===== src/rtl/id_ex_stage.sv =====
// ID/EX pipeline register for the 5-stage MIPS core, with load-use hazard bubble insertion.
// Latency: one cycle from the ID-side inputs to the EX-side outputs.
// Backpressure: o_Stall holds the PC and IF/ID for one cycle on a load-use hazard; i_Enable=0 freezes all state.
//
// Ports:
//   i_clk, i_reset            clock (rising edge), synchronous active-high reset
//   i_Enable, i_Flush         debug step enable, squash of the instruction entering EX
//   i_Valid + decoder bundle  controls, operands and register fields of the ID instruction
//   o_*                       registered copy of the above as seen by EX
//   o_Stall                   combinational load-use stall toward PC and IF/ID
//   o_StallCount              saturating count of bubbles inserted by load-use stalls
//
// Build option: define LOAD_USE_STALL_EN to build the hazard detector and stall counter.
// Without it, o_Stall and o_StallCount are tied to 0 and software must fill load delay slots.
module id_ex_stage #(
    parameter int NBITS   = 32,
    parameter int RNBITS  = 5,
    parameter int CNTBITS = 16
) (
    input  logic               i_clk,
    input  logic               i_reset,
    input  logic               i_Enable,
    input  logic               i_Flush,
    input  logic               i_Valid,
    input  logic               i_RegDst,
    input  logic               i_Jump,
    input  logic               i_Branch,
    input  logic               i_MemRead,
    input  logic               i_MemToReg,
    input  logic               i_MemWrite,
    input  logic               i_ALUSrc,
    input  logic               i_RegWrite,
    input  logic [1:0]         i_ALUOp,
    input  logic [NBITS-1:0]   i_PC4,
    input  logic [NBITS-1:0]   i_ReadData1,
    input  logic [NBITS-1:0]   i_ReadData2,
    input  logic [NBITS-1:0]   i_Imm,
    input  logic [RNBITS-1:0]  i_Rs,
    input  logic [RNBITS-1:0]  i_Rt,
    input  logic [RNBITS-1:0]  i_Rd,
    input  logic [5:0]         i_Funct,
    output logic               o_Valid,
    output logic               o_RegDst,
    output logic               o_Jump,
    output logic               o_Branch,
    output logic               o_MemRead,
    output logic               o_MemToReg,
    output logic               o_MemWrite,
    output logic               o_ALUSrc,
    output logic               o_RegWrite,
    output logic [1:0]         o_ALUOp,
    output logic [NBITS-1:0]   o_PC4,
    output logic [NBITS-1:0]   o_ReadData1,
    output logic [NBITS-1:0]   o_ReadData2,
    output logic [NBITS-1:0]   o_Imm,
    output logic [RNBITS-1:0]  o_Rs,
    output logic [RNBITS-1:0]  o_Rt,
    output logic [RNBITS-1:0]  o_Rd,
    output logic [5:0]         o_Funct,
    output logic               o_Stall,
    output logic [CNTBITS-1:0] o_StallCount
);

    typedef struct packed {
        logic       reg_dst;
        logic       jump;
        logic       branch;
        logic       mem_read;
        logic       mem_to_reg;
        logic       mem_write;
        logic       alu_src;
        logic       reg_write;
        logic [1:0] alu_op;
    } ctrl_t;

    typedef struct packed {
        logic [NBITS-1:0]  pc4;
        logic [NBITS-1:0]  rd1;
        logic [NBITS-1:0]  rd2;
        logic [NBITS-1:0]  imm;
        logic [RNBITS-1:0] rs;
        logic [RNBITS-1:0] rt;
        logic [RNBITS-1:0] rd;
        logic [5:0]        funct;
    } data_t;

    ctrl_t ctrl_in, ctrl_q, ctrl_d;
    data_t data_in, data_q, data_d;
    logic  valid_q, valid_d;
    logic  hz;

    assign ctrl_in = '{
        reg_dst:    i_RegDst,
        jump:       i_Jump,
        branch:     i_Branch,
        mem_read:   i_MemRead,
        mem_to_reg: i_MemToReg,
        mem_write:  i_MemWrite,
        alu_src:    i_ALUSrc,
        reg_write:  i_RegWrite,
        alu_op:     i_ALUOp
    };

    assign data_in = '{
        pc4:   i_PC4,
        rd1:   i_ReadData1,
        rd2:   i_ReadData2,
        imm:   i_Imm,
        rs:    i_Rs,
        rt:    i_Rt,
        rd:    i_Rd,
        funct: i_Funct
    };

`ifdef LOAD_USE_STALL_EN
    logic               uses_rt;
    logic [CNTBITS-1:0] cnt_q, cnt_d;

    // Rt is a true source only for R-type, stores and branches; for loads/ADDI it is the destination.
    assign uses_rt = i_RegDst | i_MemWrite | i_Branch;

    // A load in EX whose destination (Rt, never $zero) is read by the real instruction in ID.
    assign hz = valid_q & ctrl_q.mem_read & i_Valid & (data_q.rt != '0) &
                ((data_q.rt == i_Rs) | (uses_rt & (data_q.rt == i_Rt)));

    // Deliberately not gated by i_Enable: the upstream stages are frozen by it anyway.
    assign o_Stall = hz & ~i_Flush & ~i_reset;

    // Counts only bubbles actually loaded because of the hazard; a flush takes precedence.
    always_comb begin
        cnt_d = cnt_q;
        if (i_Enable && !i_Flush && hz && (cnt_q != '1)) begin
            cnt_d = cnt_q + CNTBITS'(1);
        end
    end

    always_ff @(posedge i_clk) begin
        if (i_reset) begin
            cnt_q <= '0;
        end else begin
            cnt_q <= cnt_d;
        end
    end

    assign o_StallCount = cnt_q;
`else
    assign hz           = 1'b0;
    assign o_Stall      = 1'b0;
    assign o_StallCount = '0;
`endif

    // Priority below reset: frozen when disabled, then flush/hazard bubble, then capture.
    always_comb begin
        valid_d = valid_q;
        ctrl_d  = ctrl_q;
        data_d  = data_q;
        if (i_Enable) begin
            if (i_Flush || hz) begin
                valid_d = 1'b0;
                ctrl_d  = '0;
                data_d  = '0;
            end else begin
                // Controls pass through even for i_Valid=0; EX qualifies on o_Valid.
                valid_d = i_Valid;
                ctrl_d  = ctrl_in;
                data_d  = data_in;
            end
        end
    end

    always_ff @(posedge i_clk) begin
        if (i_reset) begin
            valid_q <= 1'b0;
            ctrl_q  <= '0;
            data_q  <= '0;
        end else begin
            valid_q <= valid_d;
            ctrl_q  <= ctrl_d;
            data_q  <= data_d;
        end
    end

    assign o_Valid     = valid_q;
    assign o_RegDst    = ctrl_q.reg_dst;
    assign o_Jump      = ctrl_q.jump;
    assign o_Branch    = ctrl_q.branch;
    assign o_MemRead   = ctrl_q.mem_read;
    assign o_MemToReg  = ctrl_q.mem_to_reg;
    assign o_MemWrite  = ctrl_q.mem_write;
    assign o_ALUSrc    = ctrl_q.alu_src;
    assign o_RegWrite  = ctrl_q.reg_write;
    assign o_ALUOp     = ctrl_q.alu_op;
    assign o_PC4       = data_q.pc4;
    assign o_ReadData1 = data_q.rd1;
    assign o_ReadData2 = data_q.rd2;
    assign o_Imm       = data_q.imm;
    assign o_Rs        = data_q.rs;
    assign o_Rt        = data_q.rt;
    assign o_Rd        = data_q.rd;
    assign o_Funct     = data_q.funct;

endmodule


===== config.mk =====
export PLATFORM = sky130hd
export DESIGN_NAME = id_ex_stage
export DESIGN_NICKNAME = d
export VERILOG_FILES = /design/src/rtl/id_ex_stage.sv
export SDC_FILE = /design/constraint.sdc
export NUM_CORES = 1
export LEC_CHECK = 0
export BUFFER_PORTS_ARGS = -buffer_cell sky130_fd_sc_hd__buf_2
export CORE_AREA = 2 2 131 133
export DETAILED_ROUTE_END_ITERATION = 12
export DIE_AREA = 0 0 133 135
export PLACE_DENSITY = 0.82
export SYNTH_ARGS = -nofsm -noshare
export SYNTH_HDL_FRONTEND = slang
export SYNTH_SLANG_ARGS = --single-unit

===== constraint.sdc =====
create_clock -name i_clk -period 1 [get_ports i_clk]
set_input_delay 0.2 -clock i_clk [delete_from_list [all_inputs] [get_ports i_clk]]
set_output_delay 0.2 -clock i_clk [all_outputs]
set_load 0.01 [all_outputs]

# Word level (Yosys, flattened, before mapping)
# Index checks and enable logic that the tools add are counted.
# W data, S select, Z words.
[totals] ff_bits=160 input_bits=164 elab_cells=21
[op_classes] n_mux=3
[op_table] operator="$mux W149" n=1
[op_table] operator="$mux W10" n=1
[op_table] operator="$mux W1" n=1

# Depth between registers and ports, before layout
[logic_depth] depth_word=1 mapped_depth=4 depth_no_buf=2

# Least setup slack after synthesis
# OpenSTA, ideal clock, no wires.
[synth_path] kind="input port to flip-flop" start="input i_reset" end="register data_q (netlist bit o_Imm[22])" cell_stages=4 t_arrival_ns=0.822 path_slack_ns=0.045 path_buffers=3 required_ns=0.868 setup_time_ns=0.132 cell_sequence="buf_2 > buf_2 > clkbuf_1 > a21oi_1"
[synth_lines] element="start: declaration" line_no="21" source="input logic i_reset,"
[synth_lines] element="end signal: assignment" line_no="179" source="data_q <= data_d;"
[synth_lines] element="end: declaration" line_no="88" source="data_t data_in, data_q, data_d;"
# No word-level cell between the ends.

# Worst setup path in the final report
[layout_path] start="register data_q (netlist bit o_ReadData1[15])" end="output o_ReadData1[15]"
[layout_lines] element="end: declaration" line_no="53" source="output logic [NBITS-1:0] o_ReadData1,"
# No word-level cell between the ends.

==> results.json <==
{
  "path_category_of_the_worst_min_delay_check": "input pin to register",
  "cts-hold-fix-buffers": 0,
  "route.final.wire_length_um": 20900,
  "core_region_area_mm2": 0.0164,
  "finalSetupViolCount": 160,
  "violations_in_the_final_reports": "setup timing",
  "initial_antenna_violation_count": 0,
  "path_max_fanout": 2,
  "dr_total_vias": 6500,
  "floorplan_row_count": 47,
  "clockBufferDepth": 2,
  "grt_overflow_total": 0,
  "area_delta_synth_final_pct": 60.1,
  "hold_depth": 3,
  "gr-usage-all-layers": 0.216,
  "report.final.slew_viol_count": 0,
  "cp_data_required_time_ns": 0.80,
  "min_period_over_period": 1.08,
  "cts_buffers": 17,
  "clock_sinks": 160,
  "die_area_mm2": 0.0180,
  "rr_worst_depth": 4,
  "met3_wirelength_from_detailed_routing_um": 1520,
  "cp.depth": 1,
  "grt_setup_unrepaired": "yes",
  "vdd_drop_max_v": 0.00104,
  "drt_first_pass_iters": 5,
  "die-width_um": 133,
  "final_layout_size_suffix_gt1_frac": 0.538,
  "post_synth_instance_area_mm2": 0.00668,
  "crit_arrival_ns": 0.88,
  "list_of_cells_traversed_by_the_critical_path": "buf_6",
  "comb_power_share": 0.134,
  "critPathCaptureType": "output pin",
  "grt_pass1_vias": 6289,
  "fmax_mhz": 929,
  "net-switching-power_w": 0.00382,
  "dp_hpwl_um": 12800,
  "numPortBuffers": 323,
  "clock_power_share": 0.440,
  "fin_util": 0.652,
  "post-route-worst-setup-slack_ns": -0.0759,
  "cap_viol_max_count": 0,
  "clkSlewWorstSetupHoldPaths_ns": 0.07,
  "grt_max_degree": 77,
  "synthesis.yosys.warnings": 0,
  "wl_met1_um": 8190,
  "dp_slack_ns": -0.0499,
  "io-pin-count": 341,
  "ctsRootBufferMaster": "sky130_fd_sc_hd__clkbuf_16",
  "timing.critical_path.from_type": "register",
  "netSwitchingFraction": 0.238,
  "layout.cells.non_filler": 1301,
  "start_util": 0.407,
  "synth.ff_latch_count": 160,
  "critPathBufInv": 1,
  "clk-insertion-delay-late_ns": 0.41,
  "synth_area_per_cell_um2": 9.17,
  "globalplace.congestion": 0.775,
  "drt_iter0_drc": 253,
  "fin_crit_ns": 1.08,
  "clock_tree.htree_level_count": 4,
  "most_common_cell_after_layout_fill_and_taps_aside": "sky130_fd_sc_hd__buf_6",
  "n_antenna_cell": 0,
  "num-nets-final": 1232,
  "outcome": "complete, but fails checks",
  "met2WireLength_um": 10600,
  "ys_seq_area_frac": 0.480,
  "worst_path_dominant_cell_family": "flip-flops",
  "placed_cell_count": 1225,
  "syn-instance-count": 728,
  "power_frac_seq": 0.426,
  "via_per_inst": 5.00,
  "critPathMaxStageDelay_ns": 0.35,
  "setup.worst_path.class": "register to output pin",
  "chipHeight_um": 135,
  "internal_power_w": 0.0122,
  "slowest_stage": "sky130_fd_sc_hd__dfxtp_2",
  "cellPowerDensity_mw_per_mm2": 1500,
  "antenna_violating_nets_post_route": 0,
  "highest_layer": "met4",
  "cts_tree": "yes",
  "hold_viol": 0,
  "post-route-drc-count": 0,
  "final.setup.tns_ns": -8.36,
  "p_leak_nw": 4.41,
  "detail_route.wl_per_cell_um": 16.0,
  "wire_length_of_the_first_global_routing_pass_um": 31100,
  "post_synth_cell_types": 8,
  "clock_skew_ns": 0
}
[state kept, by name, summed over array words and instances (netlist names)]
name and cells:
o_Imm 32, o_PC4 32, o_ReadData1 32, o_ReadData2 32, o_Funct 6, o_Rd 5, o_Rs 5, o_Rt 5
o_ALUOp 2, o_ALUSrc 1, o_Branch 1, o_Jump 1, o_MemRead 1, o_MemToReg 1, o_MemWrite 1, o_RegDst 1
o_RegWrite 1, o_Valid 1
[routing by layer]
layer	vias to the layer above	global-route usage
met1	3081	0.242
met4	0	0.0890
met2	269	0.382
met5	-	0
met3	43	0.0679
li1	3107	-
[power by group through the flow]
stage | clock, W | combinational, W | sequential, W
2_1_floorplan | 0 | 0.000859 | 0.00699
3_3_place_gp | 0 | 0.00172 | 0.00687
3_5_place_dp | 0 | 0.00175 | 0.00688
4_1_cts | 0.00718 | 0.00204 | 0.00684
5_1_grt | 0.00749 | 0.00230 | 0.00687
6_report | 0.00706 | 0.00215 | 0.00685
[cells by family (layout without fill, tap and decap cells)]
family	Yosys count	in the layout	synth area share
AND/OR/NAND/NOR	320	320	0.330
AO/OA/AOI/OAI	160	160	0.120
flip-flops	160	160	0.480
buffers and inverters	87	424	0.0703
other	1	17	0.000561
[cell type report]
type | count | area [um2]
clock buffers | 21 | 460
clock inverters | 11 | 178
fillers | 1208 | 5710
multi-input cells | 497 | 3070
flip-flops and latches | 160 | 3400
well taps | 220 | 275
repair buffers | 392 | 3310
[synth_stat cells]
master,number,share of area
sky130_fd_sc_hd__buf_4,34,0.038
sky130_fd_sc_hd__nand3b_1,160,0.18
sky130_fd_sc_hd__clkbuf_1,41,0.023
sky130_fd_sc_hd__buf_2,12,0.0090
sky130_fd_sc_hd__conb_1,1,0.00056
sky130_fd_sc_hd__a21oi_1,160,0.12
sky130_fd_sc_hd__dfxtp_1,160,0.48
sky130_fd_sc_hd__nand2b_1,160,0.15
[metrics by stage]
step | total power, W | cell area, um2 | hold slack (ns)
finish | 0.0161 | 10700 | 0.0408
global route | 0.0167 | 10700 | 0.0237
CTS | 0.0161 | 10400 | 0.0141
detailed placement | 0.00862 | 8520 | 0.453
global placement | 0.00859 | 8520 | 0.448
floorplan | 0.00785 | 6740 | 0.364
[worst paths after layout]
kind / start / to / slack (ns)
max reg2reg: o_PC4[17]$_SDFFE_PP0P_ / o_PC4[17]$_SDFFE_PP0P_ / 0.19
min: i_ReadData2[3] / o_ReadData2[3]$_SDFFE_PP0P_ / 0.04
min reg2reg: o_PC4[12]$_SDFFE_PP0P_ / o_PC4[12]$_SDFFE_PP0P_ / 0.47
max: o_ReadData1[15]$_SDFFE_PP0P_ / o_ReadData1[15] / -0.08
[what timing repair did]
item | 4_1_cts | 5_1_grt
setup endpoints to repair | 160 | 160
pin swaps | 0 | 0
gates resized for setup | 323 | 0
setup buffers | 10 | 34
Note: power is estimated with default switching activity, not from simulation.
